**config.mk**
```make
export PLATFORM = sky130hd
export DESIGN_NAME = ps2_key_event_controller_flat
export DESIGN_NICKNAME = d
export VERILOG_FILES = /design/src/rtl/ps2_key_event_controller_if.sv /design/src/rtl/ps2_key_event_controller.sv /design/src/flat_wrapper.sv
export SDC_FILE = /design/constraint.sdc
export NUM_CORES = 1
export LEC_CHECK = 0
export CAP_MARGIN = 10
export CORE_MARGIN = 4
export CORE_UTILIZATION = 50
export DETAILED_ROUTE_END_ITERATION = 10
export GPL_TIMING_DRIVEN = 0
export PLACE_DENSITY = 0.77
export SYNTH_ARGS = -nofsm -noshare
export SYNTH_HDL_FRONTEND = slang
export SYNTH_SLANG_ARGS = --single-unit
```
**constraint.sdc**
```tcl
create_clock -name clock -period 3.15 [get_ports clock]
set_clock_uncertainty 0.15 [all_clocks]
set_input_delay 0.7875 -clock clock [delete_from_list [all_inputs] [get_ports clock]]
set_output_delay 0.7875 -clock clock [all_outputs]
set_load 0.005 [all_outputs]
```
**src/rtl/ps2_key_event_controller_if.sv**
```systemverilog
// ----------------------------------------------------------------------------
// ps2_key_event_controller_if
// Bundles the byte-side and event-side signals of ps2_key_event_controller.
//   master : environment side; drives received bytes, consumes key events
//   slave  : controller side; accepts bytes, presents buffered key events
// Signals:
//   rx_data/rx_valid/rx_error        byte stream and error strobe from receiver
//   event_code/extended/release      head event of the FIFO
//   event_valid/event_ready          consumer handshake
//   fifo_count, overflow             FIFO occupancy and sticky drop flag
//   clear_overflow                   synchronous clear of overflow
//   seq_error                        one-cycle pulse on rx error or prefix timeout
// ----------------------------------------------------------------------------
interface ps2_key_event_controller_if #(
  parameter int FIFO_DEPTH = 8
);
  logic [7:0]                    rx_data;
  logic                          rx_valid;
  logic                          rx_error;
  logic [7:0]                    event_code;
  logic                          event_extended;
  logic                          event_release;
  logic                          event_valid;
  logic                          event_ready;
  logic [$clog2(FIFO_DEPTH):0]   fifo_count;
  logic                          overflow;
  logic                          clear_overflow;
  logic                          seq_error;

  modport master (
    output rx_data, rx_valid, rx_error, event_ready, clear_overflow,
    input  event_code, event_extended, event_release, event_valid,
           fifo_count, overflow, seq_error
  );

  modport slave (
    input  rx_data, rx_valid, rx_error, event_ready, clear_overflow,
    output event_code, event_extended, event_release, event_valid,
           fifo_count, overflow, seq_error
  );
endinterface

```
**src/rtl/ps2_key_event_controller.sv**
```systemverilog
// ----------------------------------------------------------------------------
// ps2_key_event_controller
// Turns the PS/2 scan-code set 2 byte stream into {code, extended, release}
// key events, buffers them in a FIFO and offers them over valid/ready.
// Ports:
//   clock  system clock, rising edge
//   reset  asynchronous active-low reset
//   bus    ps2_key_event_controller_if.slave (byte input, event output,
//          fifo_count, overflow/clear_overflow, seq_error)
// Parameters:
//   FIFO_DEPTH      buffered events, power of two, >= 2
//   TIMEOUT_CYCLES  max cycles between a prefix byte and its code byte (>= 2)
// Optional feature:
//   PS2_TYPEMATIC_FILTER_EN  when defined, auto-repeat makes of the key that
//                            is currently held down are suppressed.
// ----------------------------------------------------------------------------
module ps2_key_event_controller #(
  parameter int FIFO_DEPTH     = 8,
  parameter int TIMEOUT_CYCLES = 50000
) (
  input logic                         clock,
  input logic                         reset,
  ps2_key_event_controller_if.slave   bus
);

  localparam int AW = $clog2(FIFO_DEPTH);
  localparam int CW = AW + 1;
  localparam int TW = $clog2(TIMEOUT_CYCLES + 1);

  localparam logic [TW-1:0] TO_LAST   = TW'(TIMEOUT_CYCLES - 1);
  localparam logic [CW-1:0] FULL_CNT  = CW'(FIFO_DEPTH);

  localparam logic [1:0] ST_IDLE    = 2'd0;
  localparam logic [1:0] ST_EXT     = 2'd1;
  localparam logic [1:0] ST_BRK     = 2'd2;
  localparam logic [1:0] ST_EXT_BRK = 2'd3;

  // Bytes that are keyboard status/replies rather than key codes.
  function automatic logic is_ignored(input logic [7:0] b);
    case (b)
      8'hFA, 8'hAA, 8'hEE, 8'hFE, 8'h00, 8'hFF: return 1'b1;
      default:                                  return 1'b0;
    endcase
  endfunction

  logic [1:0]    state_r;
  logic [1:0]    state_next_s;
  logic [TW-1:0] tmo_cnt_r;
  logic          timeout_s;
  logic          push_s;
  logic          push_ext_s;
  logic          push_rel_s;
  logic          accept_s;
  logic [9:0]    entry_s;

  logic [9:0]    mem_r [FIFO_DEPTH];
  logic [AW-1:0] wr_ptr_r;
  logic [AW-1:0] rd_ptr_r;
  logic [AW-1:0] rd_next_s;
  logic [CW-1:0] count_r;
  logic [CW-1:0] count_next_s;
  logic [CW-1:0] remain_s;
  logic          pop_s;
  logic          full_s;
  logic          wr_ok_s;
  logic          drop_s;
  logic [9:0]    head_r;
  logic [9:0]    head_next_s;
  logic          valid_r;
  logic          overflow_r;
  logic          seq_error_r;

  // Prefix decoding: next state and the event (if any) completed by this byte.
  always_comb begin
    state_next_s = state_r;
    push_s       = 1'b0;
    push_ext_s   = 1'b0;
    push_rel_s   = 1'b0;
    timeout_s    = 1'b0;
    if (bus.rx_error) begin
      state_next_s = ST_IDLE;
    end else if (bus.rx_valid) begin
      case (state_r)
        ST_IDLE: begin
          if (bus.rx_data == 8'hE0) begin
            state_next_s = ST_EXT;
          end else if (bus.rx_data == 8'hF0) begin
            state_next_s = ST_BRK;
          end else if (is_ignored(bus.rx_data)) begin
            state_next_s = ST_IDLE;
          end else begin
            push_s = 1'b1;
          end
        end
        ST_EXT: begin
          if (bus.rx_data == 8'hF0) begin
            state_next_s = ST_EXT_BRK;
          end else if (bus.rx_data == 8'hE0) begin
            state_next_s = ST_EXT;
          end else begin
            push_s       = 1'b1;
            push_ext_s   = 1'b1;
            state_next_s = ST_IDLE;
          end
        end
        ST_BRK: begin
          push_s       = 1'b1;
          push_rel_s   = 1'b1;
          state_next_s = ST_IDLE;
        end
        ST_EXT_BRK: begin
          push_s       = 1'b1;
          push_ext_s   = 1'b1;
          push_rel_s   = 1'b1;
          state_next_s = ST_IDLE;
        end
        default: begin
          state_next_s = ST_IDLE;
        end
      endcase
    end else if ((state_r != ST_IDLE) && (tmo_cnt_r == TO_LAST)) begin
      // Prefix arrived but its code byte never did: abandon the sequence.
      state_next_s = ST_IDLE;
      timeout_s    = 1'b1;
    end else begin
      state_next_s = state_r;
    end
  end

  assign entry_s = {bus.rx_data, push_ext_s, push_rel_s};

`ifdef PS2_TYPEMATIC_FILTER_EN
  logic [7:0] held_code_r;
  logic       held_ext_r;
  logic       held_valid_r;
  logic       held_match_s;

  // Auto-repeat filter: a make equal to the held key is swallowed.
  always_comb begin
    held_match_s = held_valid_r && (held_code_r == bus.rx_data) &&
                   (held_ext_r == push_ext_s);
    if (push_s && !push_rel_s && held_match_s) begin
      accept_s = 1'b0;
    end else begin
      accept_s = push_s;
    end
  end

  // Held-key tracking; a make is remembered even if the FIFO drops it.
  always_ff @(posedge clock or negedge reset) begin
    if (!reset) begin
      held_code_r  <= 8'h00;
      held_ext_r   <= 1'b0;
      held_valid_r <= 1'b0;
    end else if (push_s && !push_rel_s) begin
      held_code_r  <= bus.rx_data;
      held_ext_r   <= push_ext_s;
      held_valid_r <= 1'b1;
    end else if (push_s && push_rel_s && held_match_s) begin
      held_valid_r <= 1'b0;
    end else begin
      held_valid_r <= held_valid_r;
    end
  end
`else
  assign accept_s = push_s;
`endif

  // Sequencer state and prefix timeout counter.
  always_ff @(posedge clock or negedge reset) begin
    if (!reset) begin
      state_r   <= ST_IDLE;
      tmo_cnt_r <= {TW{1'b0}};
    end else begin
      state_r <= state_next_s;
      if (bus.rx_valid || bus.rx_error || timeout_s || (state_r == ST_IDLE)) begin
        tmo_cnt_r <= {TW{1'b0}};
      end else begin
        tmo_cnt_r <= tmo_cnt_r + TW'(1);
      end
    end
  end

  // FIFO control and the next show-ahead head entry.
  always_comb begin
    pop_s        = (count_r != {CW{1'b0}}) && bus.event_ready;
    full_s       = (count_r == FULL_CNT);
    wr_ok_s      = accept_s && (!full_s || pop_s);
    drop_s       = accept_s && full_s && !pop_s;
    count_next_s = count_r + CW'(wr_ok_s) - CW'(pop_s);
    remain_s     = count_r - CW'(pop_s);
    rd_next_s    = rd_ptr_r + AW'(pop_s);
    // Head comes from storage if anything survives the pop, otherwise from
    // the entry being written this cycle.
    if (remain_s != {CW{1'b0}}) begin
      head_next_s = mem_r[rd_next_s];
    end else if (wr_ok_s) begin
      head_next_s = entry_s;
    end else begin
      head_next_s = head_r;
    end
  end

  // FIFO storage, pointers, registered head and status flags.
  always_ff @(posedge clock or negedge reset) begin
    if (!reset) begin
      for (int i = 0; i < FIFO_DEPTH; i++) begin
        mem_r[i] <= 10'd0;
      end
      wr_ptr_r    <= {AW{1'b0}};
      rd_ptr_r    <= {AW{1'b0}};
      count_r     <= {CW{1'b0}};
      head_r      <= 10'd0;
      valid_r     <= 1'b0;
      overflow_r  <= 1'b0;
      seq_error_r <= 1'b0;
    end else begin
      if (wr_ok_s) begin
        mem_r[wr_ptr_r] <= entry_s;
        wr_ptr_r        <= wr_ptr_r + AW'(1);
      end
      rd_ptr_r    <= rd_next_s;
      count_r     <= count_next_s;
      head_r      <= head_next_s;
      valid_r     <= (count_next_s != {CW{1'b0}});
      seq_error_r <= bus.rx_error || timeout_s;
      // A drop in the same cycle as a clear request keeps the flag set.
      if (drop_s) begin
        overflow_r <= 1'b1;
      end else if (bus.clear_overflow) begin
        overflow_r <= 1'b0;
      end else begin
        overflow_r <= overflow_r;
      end
    end
  end

  assign bus.event_code     = head_r[9:2];
  assign bus.event_extended = head_r[1];
  assign bus.event_release  = head_r[0];
  assign bus.event_valid    = valid_r;
  assign bus.fifo_count     = count_r;
  assign bus.overflow       = overflow_r;
  assign bus.seq_error      = seq_error_r;

endmodule

```
**src/flat_wrapper.sv**
```systemverilog
// flat-port wrapper written by rule: the top's interface ports become plain ports
module ps2_key_event_controller_flat 
#(
  parameter int FIFO_DEPTH     = 8,
  parameter int TIMEOUT_CYCLES = 50000
)
  (clock, reset, bus_rx_data, bus_rx_valid, bus_rx_error, bus_event_ready, bus_clear_overflow, bus_event_code, bus_event_extended, bus_event_release, bus_event_valid, bus_fifo_count, bus_overflow, bus_seq_error);
  ps2_key_event_controller_if #(.FIFO_DEPTH(FIFO_DEPTH)) bus_i ();
  input logic clock;
  input logic reset;
  input wire logic [$bits(bus_i.rx_data)-1:0] bus_rx_data;
  input wire logic [$bits(bus_i.rx_valid)-1:0] bus_rx_valid;
  input wire logic [$bits(bus_i.rx_error)-1:0] bus_rx_error;
  input wire logic [$bits(bus_i.event_ready)-1:0] bus_event_ready;
  input wire logic [$bits(bus_i.clear_overflow)-1:0] bus_clear_overflow;
  output wire logic [$bits(bus_i.event_code)-1:0] bus_event_code;
  output wire logic [$bits(bus_i.event_extended)-1:0] bus_event_extended;
  output wire logic [$bits(bus_i.event_release)-1:0] bus_event_release;
  output wire logic [$bits(bus_i.event_valid)-1:0] bus_event_valid;
  output wire logic [$bits(bus_i.fifo_count)-1:0] bus_fifo_count;
  output wire logic [$bits(bus_i.overflow)-1:0] bus_overflow;
  output wire logic [$bits(bus_i.seq_error)-1:0] bus_seq_error;
  assign bus_i.rx_data = bus_rx_data;
  assign bus_i.rx_valid = bus_rx_valid;
  assign bus_i.rx_error = bus_rx_error;
  assign bus_i.event_ready = bus_event_ready;
  assign bus_i.clear_overflow = bus_clear_overflow;
  assign bus_event_code = bus_i.event_code;
  assign bus_event_extended = bus_i.event_extended;
  assign bus_event_release = bus_i.event_release;
  assign bus_event_valid = bus_i.event_valid;
  assign bus_fifo_count = bus_i.fifo_count;
  assign bus_overflow = bus_i.overflow;
  assign bus_seq_error = bus_i.seq_error;
  ps2_key_event_controller #(.FIFO_DEPTH(FIFO_DEPTH), .TIMEOUT_CYCLES(TIMEOUT_CYCLES)) u_core (.clock(clock), .reset(reset), .bus(bus_i));
endmodule
```
==> results of run 1 <==
[metrics by stage]
step / total power [mW] / setup slack [ns] / hold WS (ns) / utilization
floorplan: 4.21 / 0.0109 / 0.283 / -
global placement: 4.88 / -3.32 / 0.300 / 0.566
detailed placement: 5.01 / -1.32 / 0.309 / 0.568
CTS: 7.11 / 0.00382 / 0.209 / 0.631
global route: 7.51 / -0.0144 / 0.219 / 0.631
finish: 7.11 / 0.0556 / 0.184 / 0.631
[cell families after synthesis]
logic type	Yosys count	share of synthesized area
buf+inv	42	0.0337
fa+ha+maj	14	0.0310
xor+xnor	20	0.0297
simple gates	97	0.0912
flops	121	0.513
mux	109	0.257
compound gates	36	0.0437
[worst min-delay path by stage]
| stage | startpoint | endpoint | cells after the start |
|---|---|---|---|
| 6_report | reset | u_core.tmo_cnt_r[11]$_DFF_PN0_ | 1 |
| 5_1_grt | reset | u_core.tmo_cnt_r[11]$_DFF_PN0_ | 1 |
| 4_1_cts | reset | u_core.tmo_cnt_r[11]$_DFF_PN0_ | 1 |
| 3_5_place_dp | u_core.tmo_cnt_r[0]$_DFF_PN0_ | u_core.tmo_cnt_r[0]$_DFF_PN0_ | 1 |
| 3_3_place_gp | u_core.tmo_cnt_r[0]$_DFF_PN0_ | u_core.tmo_cnt_r[0]$_DFF_PN0_ | 1 |
| 2_1_floorplan | u_core.tmo_cnt_r[0]$_DFF_PN0_ | u_core.tmo_cnt_r[0]$_DFF_PN0_ | 1 |
[layout make-up]
cell class,count,area share
timing repair buffer,36,0.0461
clock buffer,24,0.0665
inverter,16,0.00830
multi-input combinational,276,0.391
sequential,121,0.418
clock inverter,7,0.0161
buffer,26,0.0289
tap,143,0.0247
[synth_stat cells, drive strengths merged (3+ instances only)]
cell type	count
nor2b	10
mux2	81
a31oi	7
nand3	17
buf	14
nor3	3
nand2	14
xnor2	9
clkbuf	12
a211oi	7
mux2i	8
o21bai	3
or4b	3
nor4b	4
a21oi	7
ha	13
and3	5
mux4	20
inv	16
nor2	26
xor2	11
dfrtp	121
[metal layers]
layer,track usage,vias up,share of wire
met2,0.363,97,0.52
met5,0,-,0
met1,0.270,1979,0.40
met3,0.0513,30,0.050
met4,0.107,0,0.026
li1,-,1709,-
[timing repair]
action | in CTS | in global routing
gates resized for setup | 37 | 18
endpoints found under the setup margin | 14 | 8
pin swaps | 5 | 4
buffers inserted | 4 | 1
[registers in the layout (all words and copies together), names as in the netlist]
name                    flops
u_core.head_r              10
u_core.state_r              2
u_core.tmo_cnt_r           16
u_core.rd_ptr_r             3
u_core.bus.overflow         1
u_core.bus.fifo_count       4
u_core.bus.event_valid      1
u_core.wr_ptr_r             3
u_core.bus.seq_error        1
u_core.mem_r               80
[report_power, final]
part	switching, mW	internal, mW	leakage (nW)
clock network	0.667	1.30	0.290
registers	0.322	2.12	1.54
logic	1.22	1.49	1.39
[critical path, stage by stage]
cell           delay (ns)
dlygate4sd2_1        0.30
buf_8                0.17
a32oi_4              0.26
o311ai_4             0.14
buf_6                0.15
buf_8                0.14
inv_2                0.06
ha_4                 0.13
inv_2                0.04
fa_2                 0.51
inv_1                0.05
or4_1                0.49
==> run metrics, run 1 <==
RSZ-0062 raised after global routing=yes; slew margin rel.=0.332; Starting Density=0.514; top cell type by total area after synthesis=dfrtp_1; fin. max-slew vios=0; Tcrit/Tclk final=0.982; global-route wire length before repair=21.9 mm; TritonCTS clock tree=built; crit path capture=u_core.bus.event_valid$_DFF_PN0_; Antenna Nets Post-Route=0; Crit. End Element=register; Critical path origin=bus_rx_data[5]; fin nets=approximately 520; most common cell after layout, fill and taps aside=dfrtp_1; # diodes=0; die area=13600 um2; HP Class=in2async; initial antenna violation count=0; Vias/cell=between 5 and 6; share of layout cells above drive strength 1=0.370; Cell Count, Final, Fillers Out=approximately 650; number of register bits inferred by synthesis=121; ys flop type=dfrtp_1; hold_buf cts=0; global router's overall resource usage=0.219; LEAKAGE=3.22 nW; CP Class=in2reg; detailed placer's ending HPWL=8.72 mm; Top Ports=31; gpl congestion=0.828; DRT Pass-1 Iters=4; Clock Sinks=121; routed wire length=13.6 mm; drt first-iter violations=272; Die Height=117 um; Final Hold Viols=0; core area=11500 um2; Max FO, Critical Path=10; clock-pin slew on the worst setup and hold paths=0.05 ns; Worst Tran Pin Value=0.995 ns; sequential fraction of the synthesis area=0.513; CP required=between 3 and 4 ns; status=completed; Cell Area, Synth=5900 um2; Max Cap Violations=0; Netlist cell types=50; CTS Buffer Depth=2; placed insts=613; critical path arrival=3.23 ns; Die Wd=117 um; Vias=about 3800; Residual DRC=0; Reg-to-Reg Start=u_core.bus.fifo_count[2]$_DFF_PN0_; fillcell total=821; CP startpoint kind=primary input; H-tree levels=4; Root Buffer=clkbuf_16; post-synth top area share=0.513; min cycle time layout=3.09 ns; most frequent cells in the layout=120 x dfrtp_1, 61 x mux2_2, 24 x nor2_1; warnings from Yosys=0; Area contributors post-synth=dfrtp_1 51%, mux2_2 12%, mux4_2 7.6%; post-route cell area=about 7200 um2; Post-DP Area=around 6500 um2; worst skew pair latency=0.41 ns; IO Port Bufs=30; Row Count=39; FF-to-FF setup slack=0.10 ns; worst r2r dst=u_core.bus.event_valid$_DFF_PN0_; Avg Inst Size Synth=13.4 um2; Peak supply drop=0.000566 V; synthesized net count=467; setup violators final=0; Post-synth EDFFs=0; vias in the first global route=4127; PwrDens=983 nW/um2; Cells after Synth=between 400 and 500; largest net degree at the start of global routing=64; Worst R2R Path Depth=13; Reg area=3030 um2; max frequency=323 MHz; GR Overflow Total=0; Multi-input gate area=2830 um2; fraction of registers with async set/reset=1.00; CTS Buf Count=17; area grow syn2layout=22.7%; WL/cell=20.9 um; Sum Neg Setup Slack=0 ns
No activity file was read; power rests on OpenSTA's default activity.
==> run 2: changes to the inputs <==
--- a/config.mk
+++ b/config.mk
@@ -6,8 +6,10 @@
 export NUM_CORES = 1
 export LEC_CHECK = 0
 export CAP_MARGIN = 10
+export CORE_ASPECT_RATIO = 1.75
 export CORE_MARGIN = 4
 export CORE_UTILIZATION = 50
+export CTS_CLUSTER_SIZE = 8
 export DETAILED_ROUTE_END_ITERATION = 10
 export GPL_TIMING_DRIVEN = 0
 export PLACE_DENSITY = 0.77
==> run 2 against run 1 <==
Clock power about the same. The run now ends with setup timing left. Register-to-register slack got worse by 0.02 ns. Wire length decreased by 1.1%. Non-clock buffer count increased by 1. Design area about the same. Critical path type unchanged. Largest power group unchanged. Die area increased by 0.50%. Final cell count decreased by 0.92%. Worst setup slack got worse by 0.056 ns. Utilization decreased by 0.58 points. Largest cell class unchanged.
==> run metrics, run 2 (synthesis gave the netlist of run 1 again) <==
status=complete, but fails checks; violated checks=setup timing; worst skew pair latency=just over 0.4 ns; Clock Sinks=121; Root Buffer=clkbuf_16; FF-to-FF setup slack=0.08 ns; Final Hold Slack=0.0942 ns; vias in the first global route=between 4000 and 5000; min cycle time layout=3.15 ns; critical path arrival=3.28 ns; largest net degree at the start of global routing=92; IO Port Bufs=30; core area=11600 um2; Crit. End Element=register; worst r2r dst=u_core.bus.event_valid$_DFF_PN0_; Largest register FFs=80; gpl congestion=0.861; # diodes=0; Worst R2R Path Depth=13; Critical path origin=bus_rx_data[5]; slew margin rel.=0.216; drt first-iter violations=between 200 and 250; Final Hold Viols=0; PwrDens=976 nW/um2; routed wire length=around 13 mm; CP startpoint kind=primary input; fin. max-slew vios=0; Max Cap Violations=0; Top Ports=31; Starting Density=0.509; clock-pin slew on the worst setup and hold paths=0.06 ns; detailed placer's ending HPWL=9.07 mm; placed insts=605; Row Count=52; die area=13700 um2; setup violators final=1; Cell Count, Final, Fillers Out=643; CP Class=in2reg; Max FO, Critical Path=10; Die Height=152 um; Largest regs=u_core.mem_r x80, u_core.tmo_cnt_r x16, u_core.head_r x10; WL/cell=between 20 and 25 um; Tcrit/Tclk final=1.00; H-tree levels=4; largest reg by FF count=u_core.mem_r; RSZ-0062 raised after global routing=yes; share of layout cells above drive strength 1=0.372; global-route wire length before repair=21.8 mm; post-route setup slack=-0.000623 ns; TritonCTS clock tree=built; Reg-to-Reg Start=u_core.bus.fifo_count[2]$_DFF_PN0_; initial antenna violation count=0; Residual DRC=0; most common cell after layout, fill and taps aside=dfrtp_1; HP Class=in2async; area grow syn2layout=22.8%; Post-DP Area=6500 um2; hold_buf cts=0; most frequent cells in the layout=121 x dfrtp_1, 61 x mux2_2, 24 x nor2_1; crit path capture=u_core.bus.event_valid$_DFF_PN0_; max frequency=around 320 MHz; DRT Pass-1 Iters=5; LEAKAGE=~3.2 nW; global router's overall resource usage=0.211; post-route cell area=7240 um2; CP required=3.28 ns; Vias/cell=5.98; GR Overflow Total=0; Peak supply drop=0.000513 V; CTS Buf Count=17; CTS Buffer Depth=2; Worst Tran Pin Value=between 1 and 1.5 ns; fin nets=523; Vias=approximately 3800; Antenna Nets Post-Route=0; Die Wd=90.1 um
## run 2: cell count changes in the layout (fill, tap and decap cells not counted), moves of 2 or more
cell,before,now
clkdlybuf4s15_2,0,2
clkbuf_2,8,5
clkinvlp_4,1,7
clkbuf_1,8,4
clkinv_4,1,3
buf_8,2,0
## run 2: where the power goes
part / switching (mW) / internal (mW)
combinational: 1.19 / 1.49
clock: 0.719 / 1.24
sequential: 0.320 / 2.11
total: 2.23 / 4.84
## run 2: critical path, cell delays in order
cell and delay [ns]:
dlygate4sd2_1 0.30, o21bai_1 0.23, a32oi_4 0.21, o311ai_4 0.16, buf_6 0.16, buf_12 0.14, inv_2 0.06, ha_4 0.13
inv_2 0.03, fa_2 0.51, inv_1 0.05, or4_1 0.50
## run 2: layout make-up
class                      count  area (um2)
inverter                      16        60.1
multi-input combinational    276        2810
clock buffer                  17         425
sequential                   121        3030
clock inverter                15         179
buffer                        26         213
tap                          135         169
fill                         847        4340
timing repair buffer          37         359
## run 2: worst min path at each step
| stage | cells past startpoint | to | start |
|---|---|---|---|
| floorplan | 1 | u_core.tmo_cnt_r[0]$_DFF_PN0_ | u_core.tmo_cnt_r[0]$_DFF_PN0_ |
| global placement | 1 | u_core.tmo_cnt_r[0]$_DFF_PN0_ | u_core.tmo_cnt_r[0]$_DFF_PN0_ |
| detailed placement | 1 | u_core.tmo_cnt_r[0]$_DFF_PN0_ | u_core.tmo_cnt_r[0]$_DFF_PN0_ |
| CTS | 1 | u_core.tmo_cnt_r[10]$_DFF_PN0_ | reset |
| global route | 1 | u_core.tmo_cnt_r[10]$_DFF_PN0_ | reset |
| finish | 1 | u_core.tmo_cnt_r[8]$_DFF_PN0_ | reset |
## run 2: metal layers
metal	vias to the layer above	global-route usage	part of all wire
met3	49	0.0548	0.044
met4	0	0.117	0.046
li1	1697	-	-
met2	138	0.372	0.52
met5	-	0	0
met1	1961	0.233	0.39
## run 2: what timing repair did
action,4_1_cts,5_1_grt
resized for setup,41,7
setup buffers,3,3
pin swaps,3,3
setup endpoints to repair,15,6
## run 2: metrics by stage
stage | worst slack, ns | total power [mW] | setup TNS (ns) | util
6_report | -0.000623 | 7.07 | -0.000623 | 0.626
3_5_place_dp | -1.16 | 5.00 | -42.09 | 0.562
3_3_place_gp | -3.28 | 4.84 | -431.82 | 0.559
4_1_cts | 0.00142 | 7.05 | 0 | 0.623
5_1_grt | -0.0147 | 7.44 | -0.0151 | 0.626
2_1_floorplan | 0.0109 | 4.21 | 0 | -
